## src/rtl/_5bit_and_checker_pkg.sv

```systemverilog
// Shared definitions for the 5-bit AND response checker: default widths and
// the FSM state encoding that other blocks and benches can refer to.
`ifndef DELAY
`define DELAY 1
`endif

package _5bit_and_checker_pkg;

  localparam int WIDTH_DEF = 5;
  localparam int CNT_W_DEF = 8;

  typedef enum logic [1:0] {
    ST_IDLE   = 2'd0,
    ST_CHECK  = 2'd1,
    ST_REPORT = 2'd2
  } state_e;

endpackage

```

## src/rtl/_5bit_and_golden.sv

```systemverilog
// Golden model for a bitwise AND unit: recomputes A & B and flags every bit
// where the observed result differs.
module _5bit_and_golden
  import _5bit_and_checker_pkg::*;
#(
  parameter int WIDTH = WIDTH_DEF
) (
  input  logic [WIDTH-1:0] inp_a,
  input  logic [WIDTH-1:0] inp_b,
  input  logic [WIDTH-1:0] dut_out,
  output logic [WIDTH-1:0] mask,
  output logic             diff
);

  logic [WIDTH-1:0] expected;

  always_comb begin
    expected = inp_a & inp_b;
    mask     = expected ^ dut_out;
    diff     = |mask;
  end

endmodule

```

## config.mk

```make
export PLATFORM = sky130hd
export DESIGN_NAME = _5bit_and_golden
export DESIGN_NICKNAME = d
export VERILOG_FILES = /design/src/rtl/_5bit_and_checker_pkg.sv /design/src/rtl/_5bit_and_golden.sv
export SDC_FILE = /design/constraint.sdc
export NUM_CORES = 1
export LEC_CHECK = 0
export CAP_MARGIN = 0
export CORE_AREA = 2 2 39 41
export DETAILED_ROUTE_END_ITERATION = 8
export DIE_AREA = 0 0 41 43
export PLACE_DENSITY = 0.4
export SLEW_MARGIN = 20
export SYNTH_ARGS = -nofsm -noshare
export SYNTH_HDL_FRONTEND = slang
export SYNTH_SLANG_ARGS = --single-unit
export TNS_END_PERCENT = 5
```

## constraint.sdc

```tcl
create_clock -name vclk -period 2.7
set_clock_uncertainty 0.1 [all_clocks]
set_input_delay 0.54 -clock vclk [all_inputs]
set_output_delay 0.54 -clock vclk [all_outputs]
set_load 0.05 [all_outputs]
```

**After elaboration in Yosys (flattened, before gate mapping)**

Cells that the tools add are included.

- Register bits: 0
- Logic and storage cells: 3
- Bits in read-only memories: 0
- Memory bits (writable): 0
- Memories: 0
- Input bits: 15
- Latch bits: 0

- $lt $le $gt $ge: 0
- Div/mod/pow operators: 0
- $add $sub $neg: 0
- Multipliers: 0
- Reductions and logical operators: 1
- Equality and inequality tests: 0
- Bitwise logic cells: 2
- Shifts and indexed selects: 0
- Multiplexer cells: 0

Operators with widths:

| operator | count |
|---|---|
| $and A5 B5 Y5 | 1 |
| $reduce_or A5 Y1 | 1 |
| $xor A5 B5 Y5 | 1 |

**Longest topological paths before layout**

Gate-level depths: netlist (run 1).

- Word-level depth: 3
- Mapped depth: 3

**Worst setup path after synthesis (run 1)**

Ideal clock, no wire load.

- Path type: input to output
- From: in inp_a[3]
- To: out diff
- Arrival time: 1.975 ns
- Slack: 0.085 ns
- Stages: 3
- Cells stage by stage: nand2_1 xnor2_1 or4_1

- Longest elaborated chain between the ends: 3

Ends and longest elaborated chain:

| what | RTL line | text |
|---|---|---|
| from (decl) | _5bit_and_golden.sv:8 | `input logic [WIDTH-1:0] inp_a,` |
| $and A5 B5 Y5 | _5bit_and_golden.sv:18 | `expected = inp_a & inp_b;` |
| $xor A5 B5 Y5 | _5bit_and_golden.sv:19 | `mask = expected ^ dut_out;` |
| named net mask[3] | _5bit_and_golden.sv:11 | `output logic [WIDTH-1:0] mask,` |
| $reduce_or A5 Y1 | _5bit_and_golden.sv:20 | `diff = \|mask;` |
| to (decl) | _5bit_and_golden.sv:12 | `output logic diff` |

The timed path passes the listed nets, and every way through them passes these cells.

**Worst setup path after layout (run 1)**

- From: in inp_b[1]
- To: out diff

- Longest elaborated chain between the ends: 3

Ends and longest elaborated chain:

| what | RTL line | text |
|---|---|---|
| from (decl) | _5bit_and_golden.sv:9 | `input logic [WIDTH-1:0] inp_b,` |
| $and A5 B5 Y5 | _5bit_and_golden.sv:18 |  |
| $xor A5 B5 Y5 | _5bit_and_golden.sv:19 |  |
| $reduce_or A5 Y1 | _5bit_and_golden.sv:20 |  |

No other way between the ends.

==> results.txt, run 1 <==
----------------------------------------------------
[Global route]
  Overall fraction of global-route tracks in use ... 0.0450
  Total global routing overflow ... 0
  Pin count of the biggest net entering global routing ... 3
  Number of antenna violations at the first check in global routing ... 0
  Via count of the first global-routing pass ... approximately 190
  First-pass GRT wire length ... between 600 and 700 microns

[Worst setup path]
  Largest delay contributor family on the critical path ... simple AND/OR/NAND/NOR gates
  Highest cell delay on the worst timing path ... approximately 500 ps
  CP most frequent cell ... sky130_fd_sc_hd__or4_1
  Class of the most critical setup path ... primary input to primary output
  CP endpoint kind ... primary output
  Number of buffers and inverters on the critical path ... 2
  Crit-path max FO ... 2
  Critical Path Source Type ... primary input
  Arrival time of data at the critical path endpoint ... roughly 2000 ps
  Cell at the slowest stage of the critical path ... sky130_fd_sc_hd__or4_1
  Cell-by-cell trace of the critical path ... clkdlybuf4s15_1, and3b_1, or4_1, or4_1, buf_6
  Req. time, crit path ... 2060 ps

[Synth]
  Number of standard cells after synthesis ... 14
  Sequential area share after synthesis ... 0
  Leading cell types by total area after synthesis ... sky130_fd_sc_hd__xnor2_1, sky130_fd_sc_hd__and3b_1, sky130_fd_sc_hd__a21boi_0, sky130_fd_sc_hd__or4_1, sky130_fd_sc_hd__or2_2
  Yosys warning total ... 0
  Most area-hungry cell type in the Yosys netlist ... sky130_fd_sc_hd__xnor2_1
  Synthesized net count ... 29
  Unique cell type count in the Yosys netlist ... 6
  Mean instance size in the synthesized netlist ... 6.97 sq um
  Synth top area share ... 0.269
  Synthesized area ... between 90 and 100 sq um

[STA]
  Final Critical Period ... roughly 2600 ps
  Final slew viol count ... 0
  Final Hold Vio Count ... 0
  Worst max-slew margin expressed relative to the limit ... 0.779
  Worst-margin pin slew ... approximately 330 ps
  Final count of negative-setup-slack endpoints ... 0
  Final hold slack ... about 1500 ps
  Final cycle utilization of the critical path ... 0.966
  Setup repair after global routing missed its margin ... no
  F_max ... 383 MHz

[Power and ir drop]
  Worst voltage drop across the vdd grid ... approximately 0.000051 V
  PwrDens ... between 200 and 300 nW/um^2
  Leakage power ... 0.000161 uW

[Cells and area]
  Commonest non-fill, non-tap cells in the layout ... sky130_fd_sc_hd__clkdlybuf4s50_1, sky130_fd_sc_hd__buf_4, sky130_fd_sc_hd__nand2_1, sky130_fd_sc_hd__xnor2_1, sky130_fd_sc_hd__buf_12
  Sequential cell area ... 0 sq um
  Layout area overhead ... 269%
  Final cell count without fillers ... 53
  Final nets ... between 50 and 60
  Area of all placed cells without fillers ... between 300 and 400 sq um
  Most common cell after layout, fill and taps aside ... sky130_fd_sc_hd__clkdlybuf4s50_1
  Number of antenna repair diodes ... 0
  Number of inserted filler cells in the final layout ... 154
  Number of clock buffers in the layout ... 0
  Share of cells above drive strength 1 ... 0.351
  Number of sequential cells in the layout ... 0

[Floorplanning]
  Count of boundary I/O pins ... 21
  Floorplan die height ... around 43 microns
  Starting density of the core ... 0.0705
  Floorplan Core Area ... about 1400 sq um
  Die area ... around 1800 sq um
  Die X-Extent ... around 41 microns
  Number of rows in the core area ... 14

[Placed design]
  Placed cells ... 53
  Placed wire-length estimate after detailed placement ... approximately 380 microns
  Placed standard-cell area ... 365 sq um
  IO Port Bufs ... 21
  Last weighted congestion value of the routability-driven placer ... 0.516

[Detailed routing]
  Vias per Instance ... 3.51
  Detailed-route wire length per cell ... between 7 and 8 microns
  Total vias in the final route ... about 190
  Number of optimization iterations in the first detailed-route pass ... 1
  Post-detailed-route count of antenna-violating nets ... 0
  Detailed router's first-iteration violation count ... 0
  Final Routed Wirelength ... roughly 390 microns
  Total DRC errors in the routed layout ... 0

[Run status]
  Status ... finished, final reports clean

[CTS]
  Setup Fix Bufs, Post-CTS ... 0
  Number of buffers inserted for hold repair after clock tree synthesis ... 0

[Job]
  Number of maximum-capacitance violations ... 0

[Min path]
  Class of the tightest hold or removal check ... primary input to primary output

----------------------------------------------------
area by class of cell:
| class | instances | area [sq um] | area share |
|---|---|---|---|
| repair buffers | 23 | 239 | 0.663 |
| well taps | 16 | 20.0 | 0.0556 |
| multi-input cells | 14 | 101 | 0.281 |
synthesized netlist by cell type:
| cell | instances |
|---|---|
| sky130_fd_sc_hd__nand2_1 | 3 |
| sky130_fd_sc_hd__xnor2_1 | 3 |
| sky130_fd_sc_hd__a21boi_0 | 2 |
| sky130_fd_sc_hd__and3b_1 | 2 |
| sky130_fd_sc_hd__or2_2 | 2 |
| sky130_fd_sc_hd__or4_1 | 2 |
timing repair:
item | CTS | global route
pin swaps | 3 | 1
endpoints found under the hold margin | 0 | 0
endpoints found under the setup margin | 1 | 1
gates resized for setup | 15 | 0
cell families after synthesis:
kind of cell     Yosys count  share of synthesized area
AO/OA/AOI/OAI              2                      0.154
XOR/XNOR                   3                      0.269
AND/OR/NAND/NOR            9                      0.577
power by group:
part | internal (uW) | switching, uW | total, uW
logic | 48.5 | 42.5 | 91.0
clock network | 0 | 0 | 0
registers | 0 | 0 | 0
stage by stage:
stage | setup TNS, ps | power [uW] | util | setup WS (ps)
6_report | 0 | 91.0 | 0.260 | 91.8
5_1_grt | 0 | 96.5 | 0.260 | 37.7
4_1_cts | 0 | 92.1 | 0.260 | 4.23
3_5_place_dp | -230 | 93.9 | 0.264 | -230
3_3_place_gp | -200 | 93.1 | 0.264 | -200
2_1_floorplan | 0 | 39.4 | - | 85.0
worst paths after layout:
check	end	cells after the start	startpoint	slack, ps
max	diff	5	inp_b[1]	90
min	mask[1]	4	inp_a[1]	1510
layer usage:
layer / global-route usage / wire length [microns]
met5: 0 / 0
met4: 0 / 0
met3: 0.00524 / 84
met2: 0.0969 / 188
met1: 0.0411 / 122
Power figures use the tool's default switching activity.
==> inputs of run 2 (changes only) <==
--- a/config.mk
+++ b/config.mk
@@ -10,6 +10,7 @@
 export DETAILED_ROUTE_END_ITERATION = 8
 export DIE_AREA = 0 0 41 43
 export PLACE_DENSITY = 0.4
+export SETUP_SLACK_MARGIN = 0.5
 export SLEW_MARGIN = 20
 export SYNTH_ARGS = -nofsm -noshare
 export SYNTH_HDL_FRONTEND = slang
==> run 2 against run 1 <==
Sequential cell count did not move. Setup slack improved by 53 ps. Cell count rose by 3.8%. Wire length rose by 43%. First-iteration DRC count did not move. Largest cell class unchanged.
==> results.txt, run 2 (synthesized netlist as in run 1, its figures left out) <==
----------------------------------------------------
[Power and ir drop]
  Worst voltage drop across the vdd grid ... 0.0000569 V (was 0.0000515 V)
  PwrDens ... 245 nW/um^2 (was 253 nW/um^2)
  Leakage power ... 0.000235 uW (was 0.000161 uW)

[Global route]
  First-pass GRT wire length ... 828 microns (was 607 microns)
  Number of antenna violations at the first check in global routing ... 0 (unchanged)
  Via count of the first global-routing pass ... 211 (was 186)
  Total global routing overflow ... 0 (unchanged)
  Overall fraction of global-route tracks in use ... 0.0641 (was 0.0450)
  Pin count of the biggest net entering global routing ... 3 (unchanged)

[Worst setup path]
  Crit-path max FO ... 2 (unchanged)
  Cell-by-cell trace of the critical path ... buf_6, and3b_1, or4_4, or4_4, buf_8 (was clkdlybuf4s15_1, and3b_1, or4_1, or4_1, buf_6)
  Highest cell delay on the worst timing path ... 500 ps (about the same)
  CP most frequent cell ... sky130_fd_sc_hd__or4_4 (was sky130_fd_sc_hd__or4_1)
  Largest delay contributor family on the critical path ... simple AND/OR/NAND/NOR gates (unchanged)
  Class of the most critical setup path ... primary input to primary output (unchanged)
  Arrival time of data at the critical path endpoint ... 1910 ps (was 1970 ps)
  Cell at the slowest stage of the critical path ... sky130_fd_sc_hd__or4_4 (was sky130_fd_sc_hd__or4_1)
  Req. time, crit path ... 2060 ps (about the same)
  Number of buffers and inverters on the critical path ... 2 (unchanged)
  Critical Path Source Type ... primary input (unchanged)
  CP endpoint kind ... primary output (unchanged)

[STA]
  Final-layout setup total negative slack ... 0 ps (unchanged)
  Final slew viol count ... 0 (unchanged)
  F_max ... 391 MHz (was 383 MHz)
  Setup repair after global routing missed its margin ... yes (was no)
  Final Hold Vio Count ... 0 (unchanged)
  Final cycle utilization of the critical path ... 0.946 (was 0.966)
  Final Critical Period ... 2550 ps (was 2610 ps)
  Post-layout worst setup margin ... 145 ps (was 91.8 ps)
  Worst-margin pin slew ... 250 ps (was 328 ps)
  Final count of negative-setup-slack endpoints ... 0 (unchanged)
  Worst max-slew margin expressed relative to the limit ... 0.832 (was 0.779)

[Run status]
  Status ... finished, final reports clean (unchanged)

[Floorplanning]
  Die area ... 1760 sq um (unchanged)
  Floorplan die height ... 43 microns (unchanged)
  Die X-Extent ... 41 microns (unchanged)
  Count of boundary I/O pins ... 21 (unchanged)
  Starting density of the core ... 0.0705 (unchanged)
  Floorplan Core Area ... 1380 sq um (unchanged)
  Number of rows in the core area ... 14 (unchanged)

[Cells and area]
  Commonest non-fill, non-tap cells in the layout ... sky130_fd_sc_hd__buf_4, sky130_fd_sc_hd__clkdlybuf4s50_1, sky130_fd_sc_hd__buf_6, sky130_fd_sc_hd__dlymetal6s2s_1 (was sky130_fd_sc_hd__clkdlybuf4s50_1, sky130_fd_sc_hd__buf_4, sky130_fd_sc_hd__nand2_1, sky130_fd_sc_hd__xnor2_1, sky130_fd_sc_hd__buf_12)
  Share of cells above drive strength 1 ... 0.667 (was 0.351)
  Number of clock buffers in the layout ... 0 (unchanged)
  Most common cell after layout, fill and taps aside ... sky130_fd_sc_hd__buf_4 (was sky130_fd_sc_hd__clkdlybuf4s50_1)
  Sequential cell area ... 0 sq um (unchanged)
  Area of all placed cells without fillers ... 432 sq um (was 360 sq um)
  Final nets ... 56 (was 54)
  Layout area overhead ... 342% (was 269%)
  Number of sequential cells in the layout ... 0 (unchanged)
  Number of inserted filler cells in the final layout ... 148 (was 154)
  Number of antenna repair diodes ... 0 (unchanged)

[Placed design]
  Placed standard-cell area ... 392 sq um (was 365 sq um)
  Setup Slack @ Placement ... -278 ps (was -230 ps)
  IO Port Bufs ... 21 (unchanged)
  Last weighted congestion value of the routability-driven placer ... 0.618 (was 0.516)

[Detailed routing]
  Final Routed Wirelength ... 565 microns (was 394 microns)
  Post-detailed-route count of antenna-violating nets ... 0 (unchanged)
  Total vias in the final route ... 204 (was 186)
  Number of optimization iterations in the first detailed-route pass ... 1 (unchanged)
  Total DRC errors in the routed layout ... 0 (unchanged)
  Detailed router's first-iteration violation count ... 0 (unchanged)
  Vias per Instance ... 3.71 (was 3.51)
  Detailed-route wire length per cell ... 10.3 microns (was 7.43 microns)

[Job]
  Number of maximum-capacitance violations ... 0 (unchanged)

[Min path]
  Class of the tightest hold or removal check ... primary input to primary output (unchanged)

[CTS]
  Number of buffers inserted for hold repair after clock tree synthesis ... 0 (unchanged)

----------------------------------------------------
==> run 2: changes by cell type in the layout (fill, tap and decap cells not counted), sizes merged <==
cell           previous run  this run
dlygate4sd2               2         0
buf                      10        16
clkdlybuf4s50             9         5
dlymetal6s2s              0         4
clkdlybuf4s15             2         0
==> run 2: timing repair <==
item / CTS / global route
gates resized for setup: 26 / 10
endpoints found under the setup margin: 3 / 4
pin swaps: 5 / 6
setup buffers: 1 / 1
==> run 2: layer usage <==
layer / global-route usage / vias up / share of wire
li1: - / 100 / -
met1: 0.0796 / 83 / 0.40
met2: 0.113 / 21 / 0.41
met3: 0.0157 / 0 / 0.20
met4: 0 / 0 / 0
met5: 0 / - / 0
==> run 2: layout make-up <==
type	count	area, sq um	area share
Multi-Input combinational cell	14	136	0.316
Tap cell	16	20.0	0.0464
Timing Repair Buffer	25	275	0.638
==> run 2: final timing paths <==
check,from,end,slack [ps],cells past startpoint
max,inp_b[0],diff,150,5
min,inp_b[0],mask[0],1500,4
==> run 2: per-stage QoR <==
step,power (uW),hold slack (ps),cells,utilization
after detailed placement,100,1740,53,0.283
final,106,1500,55,0.312
after global placement,99.5,1730,53,0.283
after CTS,102,1480,54,0.288
after floorplan,43.9,1180,14,-
after global routing,112,1510,55,0.312
==> run 2: power breakdown <==
group | internal (uW) | switching, uW
Clock | 0 | 0
Sequential | 0 | 0
Combinational | 58.6 | 47.3
